$ cat src/rtl/stopwatch_ctrl_pkg.sv
// Shared stopwatch definitions: mode encodings,
// BCD digit limits and the displayed-time bundle.
package stopwatch_ctrl_pkg;

  typedef enum logic [1:0] {
    MODE_STOP = 2'b00,
    MODE_RUN  = 2'b01,
    MODE_LAP  = 2'b10
  } mode_e;

  localparam int unsigned SEC_ONES_N = 10;
  localparam int unsigned SEC_TENS_N = 6;
  localparam int unsigned MIN_ONES_N = 10;
  localparam int unsigned MIN_TENS_N = 6;

  typedef struct packed {
    logic [3:0] min_tens;
    logic [3:0] min_ones;
    logic [3:0] sec_tens;
    logic [3:0] sec_ones;
  } bcd_time_t;

  // Mode 11 falls through to stop.
  function automatic logic is_running(
    input logic [1:0] m
  );
    return (m == MODE_RUN) || (m == MODE_LAP);
  endfunction

  function automatic logic is_lap(
    input logic [1:0] m
  );
    return m == MODE_LAP;
  endfunction

endpackage

$ cat src/rtl/stopwatch_ctrl_bcd_digit.sv
// One mod-N BCD digit with enable, clear,
// ripple carry-in and combinational carry-out.
module bcd_digit
  import stopwatch_ctrl_pkg::*;
#(
  parameter int unsigned N = SEC_ONES_N
) (
  input  logic       clk,
  input  logic       rst_n,
  input  logic       clr_n,
  input  logic       en,
  input  logic       cin,
  output logic [3:0] q,
  output logic       cout
);

  localparam logic [3:0] LAST = 4'(N - 1);

  logic at_last;

  assign at_last = (q == LAST);
  assign cout    = cin & at_last;

  always_ff @(posedge clk) begin
    if (!rst_n) begin
      q <= '0;
    end else if (!clr_n) begin
      q <= '0;
    end else if (en && cin) begin
      q <= at_last ? 4'd0 : q + 4'd1;
    end
  end

endmodule

$ cat src/rtl/stopwatch_ctrl.sv
// Stopwatch datapath: prescaler, 4-digit BCD
// mm:ss counter and a lap-freezable display.
module stopwatch_ctrl
  import stopwatch_ctrl_pkg::*;
#(
  parameter int unsigned DIV = 50000000
) (
  input  logic        clk,
  input  logic        rst_n,
  input  logic [1:0]  mode,
  input  logic        clr_n,
  output logic        tick,
  output logic        wrap,
  output logic        running,
  output logic        lapped,
  output logic [15:0] disp_bcd
);

  localparam int unsigned PW =
    (DIV > 1) ? $clog2(DIV) : 1;
  localparam logic [PW-1:0] PRE_LAST =
    PW'(DIV - 1);

  logic [PW-1:0] pre;
  logic          expire;
  logic [3:0]    carry;
  bcd_time_t     live;
  bcd_time_t     disp_q;

  assign running = is_running(mode);
  assign lapped  = is_lap(mode);

  // Counter advances on the same edge that raises tick.
  assign expire = running && (pre == PRE_LAST);

  always_ff @(posedge clk) begin
    if (!rst_n) begin
      pre <= '0;
    end else if (!clr_n) begin
      pre <= '0;
    end else if (running) begin
      pre <= expire ? '0 : pre + PW'(1);
    end
  end

  always_ff @(posedge clk) begin
    if (!rst_n) begin
      tick <= 1'b0;
      wrap <= 1'b0;
    end else if (!clr_n) begin
      tick <= 1'b0;
      wrap <= 1'b0;
    end else begin
      tick <= expire;
      wrap <= expire && carry[3];
    end
  end

  bcd_digit #(.N(SEC_ONES_N)) u_sec_ones (
    .clk   (clk),
    .rst_n (rst_n),
    .clr_n (clr_n),
    .en    (expire),
    .cin   (1'b1),
    .q     (live.sec_ones),
    .cout  (carry[0])
  );

  bcd_digit #(.N(SEC_TENS_N)) u_sec_tens (
    .clk   (clk),
    .rst_n (rst_n),
    .clr_n (clr_n),
    .en    (expire),
    .cin   (carry[0]),
    .q     (live.sec_tens),
    .cout  (carry[1])
  );

  bcd_digit #(.N(MIN_ONES_N)) u_min_ones (
    .clk   (clk),
    .rst_n (rst_n),
    .clr_n (clr_n),
    .en    (expire),
    .cin   (carry[1]),
    .q     (live.min_ones),
    .cout  (carry[2])
  );

  bcd_digit #(.N(MIN_TENS_N)) u_min_tens (
    .clk   (clk),
    .rst_n (rst_n),
    .clr_n (clr_n),
    .en    (expire),
    .cin   (carry[2]),
    .q     (live.min_tens),
    .cout  (carry[3])
  );

  always_ff @(posedge clk) begin
    if (!rst_n) begin
      disp_q <= '0;
    end else if (!clr_n) begin
      disp_q <= '0;
    end else if (!lapped) begin
      disp_q <= live;
    end
  end

  assign disp_bcd = disp_q;

endmodule

$ cat config.mk
export PLATFORM = sky130hd
export DESIGN_NAME = stopwatch_ctrl
export DESIGN_NICKNAME = d
export VERILOG_FILES = /design/src/rtl/stopwatch_ctrl_pkg.sv /design/src/rtl/stopwatch_ctrl_bcd_digit.sv /design/src/rtl/stopwatch_ctrl.sv
export SDC_FILE = /design/constraint.sdc
export NUM_CORES = 1
export LEC_CHECK = 0
export CAP_MARGIN = 20
export CORE_ASPECT_RATIO = 0.8
export CORE_MARGIN = 3
export CORE_UTILIZATION = 57
export DETAILED_ROUTE_END_ITERATION = 6
export GPL_TIMING_DRIVEN = 0
export HOLD_SLACK_MARGIN = 0.12
export PLACE_DENSITY_LB_ADDON = 0.2
export SETUP_SLACK_MARGIN = 0.05
export SLEW_MARGIN = 20
export SYNTH_ARGS = -nofsm -noshare
export SYNTH_HDL_FRONTEND = slang
export SYNTH_SLANG_ARGS = --single-unit
$ cat constraint.sdc
create_clock -name clk -period 2.9 [get_ports clk]
set_input_delay 0.58 -clock clk [delete_from_list [all_inputs] [get_ports clk]]
set_output_delay 0.58 -clock clk [all_outputs]
set_load 0.005 [all_outputs]
Word level (Yosys, flattened, before mapping)
Cells that the tools add are included.
{"block": "word_totals", "output_inout_bits": 20, "mem_bits_rw": 0, "latch_bits": 0, "memories": 0, "ff_bits": 60, "romBits": 0}
{"block": "classes", "div_mod_pow": 0, "add_sub_neg": 5, "eq_ne": 7, "reduce_logical": 7, "order_cmp": 0, "n_mul": 0, "muxes": 5, "n_shift": 0, "bitwise": 3}
{"operator": "adder 26 x 1 -> 26 bit, second input constant", "count": 1}
{"operator": "== test 26 bit, second input constant", "count": 1}
{"operator": "2-to-1 mux 26 bit", "count": 1}
{"operator": "adder 4 x 1 -> 4 bit, second input constant", "count": 4}
{"operator": "2-to-1 mux 4 bit", "count": 4}
{"operator": "== test 4 x 3 -> 1 bit, second input constant", "count": 2}
{"operator": "== test 4 bit, second input constant", "count": 2}
{"operator": "logical AND 1 bit", "count": 5}
{"operator": "bitwise AND 1 bit", "count": 3}
{"operator": "== test 2 x 1 -> 1 bit, second input constant", "count": 1}
{"operator": "== test 2 bit, second input constant", "count": 1}
{"operator": "AND reduction 2 bit", "count": 1}
{"operator": "logical OR 1 bit", "count": 1}

Longest topological paths before layout
{"block": "logic_depth", "ltp_word": 5, "mapped_depth": 9, "ltp_nobuf": 6}

Cells and area by module
From an unflattened synthesis, not the netlist that was laid out.
{"block": "hier_totals", "cells_unflattened": 298, "area_unflattened_um2": 2742.6}
{"module": "stopwatch_ctrl", "instances": 1, "cells_each": 210, "area_per_inst_um2": 1941.9}
{"module": "bcd_digit (u_min_ones ...)", "instances": 2, "cells_each": 22, "area_per_inst_um2": 201.4}
{"module": "bcd_digit (u_min_tens ...)", "instances": 2, "cells_each": 22, "area_per_inst_um2": 198.9}

Worst setup path after synthesis
OpenSTA, ideal clock, no wires.
{"block": "synth_path", "path_kind": "input to register", "startpoint": "in mode[0]", "endpoint": "reg u_min_tens.q[2]", "setup_ns": 0.133, "t_arrival_ns": 2.589, "required_ns": 2.767, "cell_stages": 9, "setup_slack_ns": 0.178, "cell_sequence": "inv_1 ha_1 nand4b_4 or4_1 buf_2 buf_2 buf_2 o41ai_2 o41ai_2"}
{"block": "synth_via", "elab_chain_cells": 4, "elab_cells_between_ends": 5}
{"element": "start: declaration", "line": "stopwatch_ctrl.sv:10", "source": "input logic [1:0] mode,"}
{"element": "== test 2 x 1 -> 1 bit or == test 2 bit (tied branches)", "line": "stopwatch_ctrl_pkg.sv:27", "source": "return (m == MODE_RUN) || (m == MODE_LAP);"}
{"element": "logical OR 1 bit (*)", "line": "stopwatch_ctrl_pkg.sv:27"}
{"element": "logical AND 1 bit (*)", "line": "stopwatch_ctrl.sv:34", "source": "assign expire = running && (pre == PRE_LAST);"}
{"element": "logical AND 1 bit (*)", "line": "stopwatch_ctrl_bcd_digit.sv:29", "source": "end else if (en && cin) begin"}
{"element": "end signal: assignment", "line": "stopwatch_ctrl_bcd_digit.sv:30", "source": "q <= at_last ? 4'd0 : q + 4'd1;"}
{"element": "end: declaration", "line": "stopwatch_ctrl_bcd_digit.sv:13", "source": "output logic [3:0] q,"}
Every way passes the cells marked *; elsewhere a longest branch is shown, timed or not.
A chain may end at the register's enable or synchronous reset.

Worst setup path in the final report
Same ends and word-level chain as after synthesis.

==> metrics.sh <==
PLACEDINSTANCEAREA_MM2=0.00317
FLOORPLAN.INITIALDENSITY=0.607
SYNTHARSTFLOPSHARE=0
TOP_CELL_TYPES_BY_OCCURRENCE_AFTER_SYNTHESIS='dfxtp_1 (60), nor2_1 (33), mux2i_1 (22), nand2_1 (22), a21oi_1 (17)'
SYN-CELL-AREA_MM2=0.00286
FP.DIEW_UM=85.1
TIMING.CRITICAL_PATH.SLOWEST_STAGE_CELL='clkdlybuf4s50_1'
GRT_SETUP_UNREPAIRED='false'
FP.COREAREA_MM2=0.00471
P_TOTAL_mW=1.70
SYNTH-SEQ-AREA-SHARE=0.421
POST_ROUTE_CELL_AREA_MM2=0.00343
VIAS_PER_CELL=6.02
CTS_SETUP_BUFFERS=0
SYNTH_NETS=330
FINALCLOCKSKEW_NS=0.00780
ROUTE.DETAILED.WL_PER_INST_UM=14.9
DIODES=0
CTS_BUFFER_DEPTH=2
PLACE.GP.CONGESTION=0.883
ANT_NETS=0
PLACED_CELL_COUNT=407
YS_TYPES=46
FINALHOLDVIOLCOUNT=0
SETUP_WS_NS=0.131
GRT_MAX_DEGREE=11
FP.DIEH_UM=69.3
VDD.IR_DROP.WORST_mV=0.446
SYNTH_TOP_FLOP_CELL='dfxtp_1'
CLOCK_INSERTION_DELAY_WORST_SKEW_NS=0.33
WORST_EP_ARRIVAL_TIME_NS=2.98
CLK_ROOT_BUFFER_CELL='clkbuf_8'
CRIT-REG2REG-CAPTURE='u_min_tens.q[2]'
SYNTH_EDF_COUNT=0
YS_FF_LATCH=60
CRITICAL_PATH.MAX_FANOUT=10
PERIOD_MINUS_SLACK_NS=2.77
POWER.DENSITY_CELL_AREA_mW_PER_MM2=494
VIAS=2545
FINAL_SETUP_VIO_COUNT=0
N_FILL_CELL=364
YOSYSMOSTFREQUENTCELL='dfxtp_1'
TIMING.MAX_SLEW.REL_SLACK=0.512
STARTPOINT_TYPE='input port'
SYN_AVG_CELL_AREA_UM2=8.84
TIMING.FMAX_MHz=361
NUMBER_OF_INSTANCES_ON_THE_WORST_HOLD_PATH=2
DESIGN.FINAL.NETS=365
DIE_AREA_MM2=0.00590
FINAL-INSTANCE-COUNT-EXCL-FILL=423
POST-PLACE-WS_NS=-0.559
WORSTHOLDENDPOINT='disp_bcd[6]'
TIMING_WORST_SLEW_PIN_VALUE_NS=0.732
TIMING.FINAL.MAX_SLEW_VIOLATIONS=0
MIN_FROM='disp_bcd[6]'
GRT_REMAINING_OVERFLOW=0
ROUTED_WL_MM=6.30
SYNTH_TOP_CELL_BY_AREA='dfxtp_1'
HOLDCRITPATHCLASS='reg2reg'
PORTBUFFERS=24
CRITICAL-PATH-TOP-CELL-BY-COUNT='buf_4'
IOS=25
TIMING.MAX_CAP.VIOLATIONS=0
NUMBER_OF_CORE_ROWS=22
LEAKAGEPOWER_nW=1.09
SETUP_TOTAL_NEGATIVE_SLACK_NS=0
DETAIL_ROUTE.DRC_VIOLATIONS=0
PATH_CLK_SLEW_NS=0.07
LAYOUT_WORST_PATH_CYCLE_SHARE=0.955
STATUS='finished, final reports clean'
GRT.TOTAL_USAGE=0.230
SETUP.WORST_PATH.END_CLASS='flip-flop'
DP_HPWL_MM=4.42
VIA_COUNT_OF_THE_FIRST_GLOBAL_ROUTING_PASS=2368
GRT_ANTENNA_BEFORE_REPAIR=0
LAYOUT-AREA-OVERHEAD-VS-SYNTH_PCT=20.2
CTS_BUFFERS=9
FF2FF_PATH_DEPTH=8
DRIVE_GT1_FRAC=0.0826
WORSTPATHCELLLIST='clkdlybuf4s50_1 > inv_1 > ha_4 > nand4b_4 > or4_1 > buf_4 > buf_4 > buf_4 > o41ai_4 > o41ai_2'
CRITICAL_PATH.MAX_STAGE_DELAY_NS=0.45
CTS-HTREE-LEVELS=3
TIMING_WORST_SETUP_PATH_TYPE='in2reg'
GRT_PASS1_WL_MM=11.1
SYNTH.AREA.TOP_CELLS='dfxtp_1 (42%), mux2i_1 (7.7%), nor2_1 (4.3%)'
DR.FIRST_ITER.DRC_COUNT=145
DRTPASS1ITERATIONS=5
CLKSINKCOUNT=60
CRIT_REQUIRED_NS=3.11
POST_SYNTHESIS_CELLS=323
REGTOREGSTARTPOINT='pre[0]'
SYNTH_TOP_AREA_SHARE=0.421
HOLD_BUFFERS=0
RRSETUPSLACK_NS=0.33
SYNTH_WARNINGS=0
TRITONCTS='yes'
final cells by class:
class	instances	area, µm²	area share
Buffer	17	85.1	0.0248
Clock buffer	13	179	0.0521
Clock inverter	3	42.5	0.0124
Inverter	9	33.8	0.00984
Multi-Input combinational cell	237	1580	0.459
Sequential cell	60	1200	0.350
Tap cell	60	75.1	0.0219
Timing Repair Buffer	24	240	0.0700
how the worst max path moves through the flow:
stage	startpoint	end	slack, ns	depth (start not counted)
2_1_floorplan	mode[0]	u_min_tens.q[2]	0.18	9
3_3_place_gp	mode[0]	u_sec_tens.q[2]	-0.54	10
3_5_place_dp	mode[0]	u_sec_tens.q[2]	-0.56	10
4_1_cts	mode[0]	pre[22]	0.11	9
5_1_grt	mode[0]	u_min_tens.q[2]	0.07	10
6_report	mode[0]	u_min_tens.q[2]	0.13	10
cells by family after synthesis:
kind of cell,count (synthesis),share of synthesized area
adder cells (fa/ha/maj),2,0.00876
buffers and inverters,26,0.0381
AO/OA/AOI/OAI,50,0.116
flip-flops,60,0.421
XOR/XNOR,11,0.0337
multiplexers,23,0.0811
AND/OR/NAND/NOR,151,0.301
report_power, final:
| part | switching [mW] | total (mW) | internal [mW] | leakage [nW] |
|---|---|---|---|---|
| clock | 0.317 | 0.806 | 0.489 | 0.112 |
| sequential | 0.00170 | 0.827 | 0.825 | 0.483 |
| combinational | 0.0368 | 0.0627 | 0.0259 | 0.499 |
| total | 0.355 | 1.70 | 1.34 | 1.09 |
stage by stage:
stage | hold WS (ns) | utilization
after floorplan | 0.451 | -
after global placement | 0.474 | 0.674
after detailed placement | 0.488 | 0.674
after CTS | 0.500 | 0.728
after global routing | 0.529 | 0.729
final | 0.498 | 0.729
layout by cell type (no fill, tap or decap), types with 12 or more instances in the layout:
master,instances
dfxtp_1,60
nor2_1,33
clkdlybuf4s50_1,24
nand2_1,22
mux2i_1,22
a21oi_1,17
nand3_1,13
nand4_1,13
o21ai_0,13
clkbuf_8,13
or3_1,12
registers in the layout, indices dropped and copies added (netlist names):
signal and count:
u_min_ones.q 4, disp_bcd 16, u_min_tens.q 4, u_sec_tens.q 4
pre 26, u_sec_ones.q 4, wrap 1, tick 1
per-layer routing:
metal  routed length (µm)  track usage  share of wire
met1                 3250        0.334           0.52
met2                 2570        0.322           0.41
met3                  419       0.0784          0.067
met4                   52       0.0668         0.0083
met5                    0            0              0
critical path, delay by kind of cell:
family	cells	cell delay (ns)
buffers and inverters	5	1.04
adder cells (fa/ha/maj)	1	0.27
AO/OA/AOI/OAI	2	0.44
AND/OR/NAND/NOR	2	0.64
what timing repair did:
| action | in CTS | in global routing |
|---|---|---|
| pin swaps | 1 | 0 |
| cloned | 0 | 0 |
| setup endpoints to repair | 37 | 12 |
| resized for setup | 7 | 4 |
No activity file was read; power rests on OpenSTA's default activity.
